### src/rtl/text_pkg.sv
// text_pkg: shared constants and types for the text-mode pixel renderer.
package text_pkg;

    localparam int GLYPH_W     = 8;
    localparam int GLYPH_H     = 16;
    localparam int PAL_ENTRIES = 16;
    localparam int PAL_IW      = 4;

    // One character cell as stored in a 16-bit VRAM half-word.
    typedef struct packed {
        logic       invert;
        logic [6:0] code;
        logic [3:0] fg;
        logic [3:0] bg;
    } char_attr_t;

    // Native 4:4:4 pixel as handed on to the HDMI encoder.
    typedef struct packed {
        logic [3:0] r;
        logic [3:0] g;
        logic [3:0] b;
    } rgb_t;

endpackage

### src/rtl/text_palette.sv
// text_palette: 16-entry colour register file. One write port, one registered
// read port. The read sees the value held before a same-edge write, and a
// blank request forces the read register to zero so it can feed the pins directly.
module text_palette
    import text_pkg::*;
#(
    parameter int CW = 4
) (
    input  logic              clk,
    input  logic              reset,
    input  logic              we,
    input  logic [PAL_IW-1:0] widx,
    input  logic [3*CW-1:0]   wdata,
    input  logic [PAL_IW-1:0] ridx,
    input  logic              rblank,
    output logic [3*CW-1:0]   rdata
);

    logic [3*CW-1:0] mem [PAL_ENTRIES];

    // Palette storage: cleared on reset, written one entry per edge.
    always_ff @(posedge clk) begin
        if (reset) begin
            for (int i = 0; i < PAL_ENTRIES; i++) begin
                mem[i] <= '0;
            end
        end else if (we) begin
            mem[widx] <= wdata;
        end
    end

    // Registered read, zeroed when the pixel is blanked.
    always_ff @(posedge clk) begin
        if (reset) begin
            rdata <= '0;
        end else begin
            rdata <= rblank ? '0 : mem[ridx];
        end
    end

endmodule

### src/rtl/text_render_pipe.sv
// text_render_pipe: pipelined text-mode renderer. Scan position -> VRAM word
// -> font ROM row -> palette -> registered RGB, syncs delayed to match.
// Latency from inputs to outputs is VRAM_LAT + 2 cycles.
// Optional macro CURSOR_BLINK_EN adds a blinking block cursor.
// There is no valid/ready flow control: every stage advances on every pixel
// clock, and vde_in is carried alongside the data as its qualifier.
module text_render_pipe
    import text_pkg::*;
#(
    parameter int COLS     = 80,
    parameter int ROWS     = 30,
    parameter int VRAM_AW  = 11,
    parameter int VRAM_LAT = 2,
    parameter int CW       = 4
) (
    input  logic               clk,
    input  logic               reset,
    input  logic [9:0]         draw_x,
    input  logic [9:0]         draw_y,
    input  logic               vde_in,
    input  logic               hsync_in,
    input  logic               vsync_in,
`ifdef CURSOR_BLINK_EN
    input  logic [7:0]         cursor_col,
    input  logic [7:0]         cursor_row,
    input  logic               cursor_on,
`endif
    output logic [VRAM_AW-1:0] vram_addr,
    input  logic [31:0]        vram_rdata,
    output logic [10:0]        font_addr,
    input  logic [7:0]         font_data,
    input  logic               pal_we,
    input  logic [3:0]         pal_idx,
    input  logic [3*CW-1:0]    pal_wdata,
    output logic [CW-1:0]      red,
    output logic [CW-1:0]      green,
    output logic [CW-1:0]      blue,
    output logic               vde_out,
    output logic               hsync_out,
    output logic               vsync_out
);

    localparam int XS    = $clog2(GLYPH_W);
    localparam int YS    = $clog2(GLYPH_H);
    // One bit wider than the word address: bit 0 is the half-word select.
    localparam int IDX_W = VRAM_AW + 1;
    localparam logic [10:0] X_LIMIT = 11'(COLS * GLYPH_W);
    localparam logic [10:0] Y_LIMIT = 11'(ROWS * GLYPH_H);

    // Everything that must wait alongside the VRAM read.
    typedef struct packed {
        logic [XS-1:0] x;
        logic [YS-1:0] y;
        logic          h;
        logic          inb;
        logic          vde;
        logic          hs;
        logic          vs;
        logic          cur;
    } s0_t;

    // Everything that must wait alongside the font ROM read.
    typedef struct packed {
        logic          invert;
        logic [3:0]    fg;
        logic [3:0]    bg;
        logic [XS-1:0] x;
        logic          inb;
        logic          vde;
        logic          hs;
        logic          vs;
    } s1_t;

    logic [IDX_W-1:0] cell_idx;
    logic             cur_hit;
    s0_t              s0_now;
    s0_t              dl [VRAM_LAT];
    s0_t              s1_in;
    logic [15:0]      half;
    char_attr_t       attr;
    s1_t              s1_d;
    s1_t              s1_q;
    logic             pix;
    logic [3:0]       color_idx;
    logic             blank;
    logic [3*CW-1:0]  pal_rdata;

`ifdef CURSOR_BLINK_EN
    logic [5:0] frame_cnt;
    logic       vsync_d;

    // Frame counter advancing on each rising edge of vsync_in.
    always_ff @(posedge clk) begin
        if (reset) begin
            frame_cnt <= '0;
            vsync_d   <= 1'b0;
        end else begin
            vsync_d <= vsync_in;
            if (vsync_in && !vsync_d) begin
                frame_cnt <= frame_cnt + 6'd1;
            end
        end
    end

    assign cur_hit = cursor_on && frame_cnt[5] &&
                     ({1'b0, draw_x[9:XS]} == cursor_col) &&
                     ({4'b0, draw_y[9:YS]} == cursor_row);
`else
    assign cur_hit = 1'b0;
`endif

    // S0: cell index, VRAM word address and the side-band bits for the delay line.
    always_comb begin
        cell_idx   = IDX_W'(draw_y[9:YS]) * IDX_W'(COLS) + IDX_W'(draw_x[9:XS]);
        vram_addr  = cell_idx[IDX_W-1:1];
        s0_now     = '0;
        s0_now.x   = draw_x[XS-1:0];
        s0_now.y   = draw_y[YS-1:0];
        s0_now.h   = cell_idx[0];
        s0_now.inb = ({1'b0, draw_x} < X_LIMIT) && ({1'b0, draw_y} < Y_LIMIT);
        s0_now.vde = vde_in;
        s0_now.hs  = hsync_in;
        s0_now.vs  = vsync_in;
        s0_now.cur = cur_hit;
    end

    // S0 delay line, VRAM_LAT deep, so it lines up with vram_rdata.
    always_ff @(posedge clk) begin
        if (reset) begin
            for (int i = 0; i < VRAM_LAT; i++) begin
                dl[i] <= '0;
            end
        end else begin
            dl[0] <= s0_now;
            for (int i = 1; i < VRAM_LAT; i++) begin
                dl[i] <= dl[i-1];
            end
        end
    end

    assign s1_in = dl[VRAM_LAT-1];

    // S1: pick the half-word, request the glyph row, forward the attributes.
    always_comb begin
        half          = s1_in.h ? vram_rdata[31:16] : vram_rdata[15:0];
        attr          = char_attr_t'(half);
        font_addr     = {attr.code, s1_in.y};
        s1_d          = '0;
        s1_d.invert   = attr.invert ^ s1_in.cur;
        s1_d.fg       = attr.fg;
        s1_d.bg       = attr.bg;
        s1_d.x        = s1_in.x;
        s1_d.inb      = s1_in.inb;
        s1_d.vde      = s1_in.vde;
        s1_d.hs       = s1_in.hs;
        s1_d.vs       = s1_in.vs;
    end

    // S1 register, aligned with font_data.
    always_ff @(posedge clk) begin
        if (reset) begin
            s1_q <= '0;
        end else begin
            s1_q <= s1_d;
        end
    end

    // S2: glyph bit (MSB is the leftmost pixel), colour index and blanking.
    always_comb begin
        pix       = font_data[XS'(GLYPH_W - 1) - s1_q.x] ^ s1_q.invert;
        color_idx = pix ? s1_q.fg : s1_q.bg;
        blank     = !(s1_q.vde && s1_q.inb);
    end

    text_palette #(
        .CW (CW)
    ) u_palette (
        .clk    (clk),
        .reset  (reset),
        .we     (pal_we),
        .widx   (pal_idx),
        .wdata  (pal_wdata),
        .ridx   (color_idx),
        .rblank (blank),
        .rdata  (pal_rdata)
    );

    // S3: sync outputs registered in step with the palette read register.
    always_ff @(posedge clk) begin
        if (reset) begin
            vde_out   <= 1'b0;
            hsync_out <= 1'b0;
            vsync_out <= 1'b0;
        end else begin
            vde_out   <= s1_q.vde;
            hsync_out <= s1_q.hs;
            vsync_out <= s1_q.vs;
        end
    end

    assign {red, green, blue} = pal_rdata;

endmodule

### config.mk
export PLATFORM = sky130hd
export DESIGN_NAME = text_render_pipe
export DESIGN_NICKNAME = d
export VERILOG_FILES = /design/src/rtl/text_pkg.sv /design/src/rtl/text_palette.sv /design/src/rtl/text_render_pipe.sv
export SDC_FILE = /design/constraint.sdc
export NUM_CORES = 1
export LEC_CHECK = 0
export ABC_AREA = 1
export CAP_MARGIN = 0
export CORE_MARGIN = 3
export CORE_UTILIZATION = 55
export CTS_CLUSTER_SIZE = 28
export DETAILED_ROUTE_END_ITERATION = 12
export PLACE_DENSITY = 0.81
export SYNTH_ARGS = -nofsm -noshare
export SYNTH_HDL_FRONTEND = slang
export SYNTH_SLANG_ARGS = --single-unit
### constraint.sdc
create_clock -name clk -period 7.34 [get_ports clk]
set_clock_uncertainty 0.1 [all_clocks]
set_input_delay 1.468 -clock clk [delete_from_list [all_inputs] [get_ports clk]]
set_output_delay 1.468 -clock clk [all_outputs]
set_load 0.02 [all_outputs]
# Word-level counts from Yosys, hierarchy flattened
# Memory sizes are Yosys's and may differ from the RTL's. A register that Yosys moved wholly into a read port is not among the register bits.
# Index checks and enable logic that the tools add are counted.
[word_totals] ff_bits=19 latch_bits=0 ramBits=218 romBits=0 inputBits=82 out_inout_bits=37 word_cells=43 memories=2
[memory_table] name="u_palette.mem" words=16 width=12 read_ports=1 rd_clocked_by_memory_dff=1 wr=16 line_no="text_palette.sv:19" text="logic [3*CW-1:0] mem [PAL_ENTRIES];"
[memory_table] name="dl" words=2 width=13 read_ports=2 rd_clocked_by_memory_dff=0 wr=2 line_no="text_render_pipe.sv:77" text="s0_t dl [VRAM_LAT];"
[op_classes] n_addsub=2 n_mul=1 n_div=0 magnitude_cmp=3 n_eq_ne=0 n_shift=0 n_mux=15 bitwise=5 n_reduce_logical=4
[op_table] cell="$mux 13" count=2
[op_table] cell="$mux 16" count=1
[op_table] cell="$add 12x7->12" count=1
[op_table] cell="$mux 12" count=1
[op_table] cell="$reduce_or 12->1" count=1
[op_table] cell="$lt 10x10->1 const B" count=1
[op_table] cell="$lt 10x9->1 const B" count=1
[op_table] cell="$mul 6x3->8 const B" count=1
[op_table] cell="$mux 1" count=8
[op_table] cell="$mux 4" count=2
[op_table] cell="$lt 3x4->1 const B" count=1
[op_table] cell="$bmux 1 s3" count=1
[op_table] cell="$sub 3x3->3 const A" count=1
[op_table] cell="$logic_and 1x1->1" count=2
[op_table] cell="$or 1x1->1" count=2
[op_table] cell="$reduce_or 2->1" count=1
[op_table] cell="$xor 1x1->1" count=2
[op_table] cell="$not 1->1" count=1

# Depth between registers and ports, before layout
[logic_depth] ltp_word=5 depth_mapped=15 depth_no_buf=13

# Cells and area by module
# A second synthesis with hierarchy kept.
[unflattened] hier_cells=1317 hier_area_um2=11451.0
[modules_own_cells] module="text_palette" instances=1 cells_each=1044 area_each_um2=9451.6 seq_area_each_um2=6005.8
[modules_own_cells] module="text_render_pipe" instances=1 cells_each=273 area_each_um2=1999.4 seq_area_each_um2=860.8

# Worst setup path before layout
# Ideal clock, no wire load.
[synth_timing] kind="input to output" startpoint="input draw_y[5]" endpoint="output vram_addr[9]" t_arrival_ps=3147 t_required_ps=5772 setup_slack_ps=2625 stages=6 path_buffers=0 path_cell_list="ha_1 ha_1 fa_1 xor2_1 nand4_1 xnor2_1"
[synth_via] elab_chain_cells=2
[synth_lines] element="from (decl)" line_no="text_render_pipe.sv:19" text="input logic [9:0] draw_y,"
[synth_lines] element="$mul 6x3->8" line_no="text_render_pipe.sv:114" text="cell_idx = IDX_W'(draw_y[9:YS]) * IDX_W'(COLS) + IDX_W'(draw_x[9:XS]);"
[synth_lines] element="$add 12x7->12" line_no="text_render_pipe.sv:114"
[synth_lines] element="to (decl)" line_no="text_render_pipe.sv:28" text="output logic [VRAM_AW-1:0] vram_addr,"
# Every way passes these cells.

# Final worst setup path
# Ends and elaborated chain as after synthesis.

==> metrics.yaml <==
htreeDepth: 1
worstSetupPathType: "in -> out"
setup_violations: 0
place_area_mm2: 0.0128
area_growth_pct: 17.0
cts-root-buf: "clkbuf_16"
critPathTopFamily: "buffers and inverters"
cts_tree: "built"
ys_ff_latch: 247
max_stage_delay_ps: 630
crit_chain: "clkdlybuf4s50_1, ha_1, ha_1, fa_1, xor2_1, nand4_1, xnor2_1, clkdlybuf4s50_1"
required_ps: 5770
period_share_pct: 78.8
worst_ir_drop_vdd_v: 0.000147
fin_crit_ps: 5780
p_total_mw: 3.54
crit_path_start_kind: "input port"
finalSetupTns_ps: 0
final_nets: 1508
utilization_pct: 66.5
cts_buffers: 25
finish.instance_area_mm2: 0.0137
die-width_um: 152
vias_per_cell: 5.42
hold_viol: 0
wl_um: 29900
maxSlewHeadroom_pct: 33.5
power_density_mw_per_mm2: 259
cts_resized: 0
leakagePower_nw: 6.16
ys_warn_count: 0
placed_cells: 1656
die_area_mm2: 0.0230
clock-sinks: 247
hpwl_um: 18800
drive_gt1_share_pct: 4.40
yosysSeqAreaShare_pct: 58.7
cap_violations: 0
final_common_cell: "nand2_1"
drtIter0Drc: 1190
initial_core_util_pct: 56.9
drt-wirelength-per-cell_um: 17.6
worst-path-buf-inv: 2
core-area_mm2: 0.0206
first_pass_iters: 5
place.gp.congestion: 0.893
clk_path_buf_depth: 3
num_vias: 9225
path_clk_slew_ps: 60
grt_antenna_before_repair: 1
worstMarginPinSlew_ps: 996
layout.cells.non_filler: 1703
netlist_instances: 1356
grt.overflow.total: 0
fp.dieH_um: 152
grt_max_degree: 59
ant_nets: 0
endpoint_kind: "output port"
grt_pass1_wl_um: 47200
worst_ep_arrival_time_ps: 4220
drc: 0
holdBufCountCts: 0
ys_types: 28
cp_slowest_cell: "clkdlybuf4s50_1"
grt_pass1_vias: 8885
grtUsageTotal_pct: 25.5
rows: 52
max_freq_mhz: 173
io_pins: 119
cp_max_fo: 4
slew_violations: 0
postCtsSetupRepairBufs: 0
postSynthAreaPerCell_um2: 8.62
rsz0062_at_grt: "no"
layout_common_cells: "nand2_1, inv_1, nor2_1, nand3_1, edfxtp_1"
port-buffer-count: 112
synthesis.area_mm2: 0.0117
status: "complete, no violations"
syn_nets: 1451
holdCritPathClass: "reg -> reg"
clock_latency_ps: 530
## state kept, by name, indices dropped and copies added (netlist names)
register         cells
u_palette.mem      192
dl                  24
s1_q                16
u_palette.rdata     12
hsync_out            1
vde_out              1
vsync_out            1
## routing by layer
layer	track usage, %	wire length, um	vias to the layer above
met5	0	0	-
met4	9.85	1140	0
met3	3.70	3190	96
met2	42.0	14400	541
met1	34.5	11200	4279
li1	-	-	4309
## per-stage QoR
stage	hold WS, ps	worst slack [ps]
after CTS	302	1550
after global routing	314	1430
after floorplan	288	2620
after global placement	289	1610
final	299	1560
after detailed placement	294	1580
## cells by family (layout without fill, tap and decap cells)
kind of cell	count (synthesis)	in the layout	share of synthesized area (%)
AOI/OAI and AO/OA	28	28	1.38
xor gates and xnor gates	9	9	0.674
adders and majority gates	13	13	1.52
buffers and inverters	344	420	12.2
DFF	247	247	58.7
other	0	1	0
and+or+nand+nor	715	715	25.6
## Yosys cell counts
cell | n | area share, %
nand2_1 | 257 | 8.2
inv_1 | 254 | 8.2
nor2_1 | 249 | 8.0
edfxtp_1 | 192 | 49
nand3_1 | 192 | 8.2
dfxtp_1 | 55 | 9.4
clkbuf_1 | 43 | 1.4
buf_2 | 23 | 0.98
buf_4 | 17 | 1.1
a21oi_1 | 14 | 0.60
ha_1 | 11 | 1.2
o21ai_0 | 10 | 0.43
xor2_1 | 8 | 0.60
buf_6 | 5 | 0.48
nand3_2 | 5 | 0.43
nand2_2 | 4 | 0.21
fa_1 | 2 | 0.34
inv_2 | 2 | 0.064
nand4_1 | 2 | 0.11
nor3_1 | 2 | 0.086
o21ai_2 | 2 | 0.15
and3_1 | 1 | 0.054
nand2_4 | 1 | 0.096
nor3b_1 | 1 | 0.064
o21a_1 | 1 | 0.064
o21ai_4 | 1 | 0.14
or2_1 | 1 | 0.054
xnor2_1 | 1 | 0.075
## report_power, final
part           switching, mW  leakage [nW]  total, mW  internal [mW]
logic                  0.341          3.42      0.511          0.170
clock network          0.533         0.453       1.43          0.899
registers             0.0219          2.28       1.60           1.58
## final timing paths
| check | startpoint | cells after the start | endpoint | slack, ps |
|---|---|---|---|---|
| worst min-delay path | dl[0][15]$_SDFF_PP0_ | 2 | s1_q[1]$_SDFF_PP0_ | 300 |
| worst max-delay path | draw_y[5] | 8 | vram_addr[9] | 1560 |
| worst max register to register | s1_q[4]$_SDFF_PP0_ | 14 | u_palette.rdata[4]$_SDFF_PP0_ | 3870 |
| worst min register to register | dl[0][15]$_SDFF_PP0_ | 2 | s1_q[1]$_SDFF_PP0_ | 300 |
## worst reg2reg max path: cells and delay by family, from the launching register on
family / cells / cell delay (ps)
and+or+nand+nor: 11 / 2090
buffers and inverters: 2 / 660
DFF: 1 / 400
AOI/OAI and AO/OA: 1 / 100
## area by class of cell
cell class / count / area (um^2)
Sequential cell: 247 / 6870
Fill cell: 1604 / 6880
Tap cell: 270 / 338
Multi-Input combinational cell: 765 / 3420
Timing Repair Buffer: 118 / 1170
Clock buffer: 34 / 683
Antenna cell: 1 / 2.50
Inverter: 256 / 961
Clock inverter: 12 / 240
(Power assumes the default switching activity.)
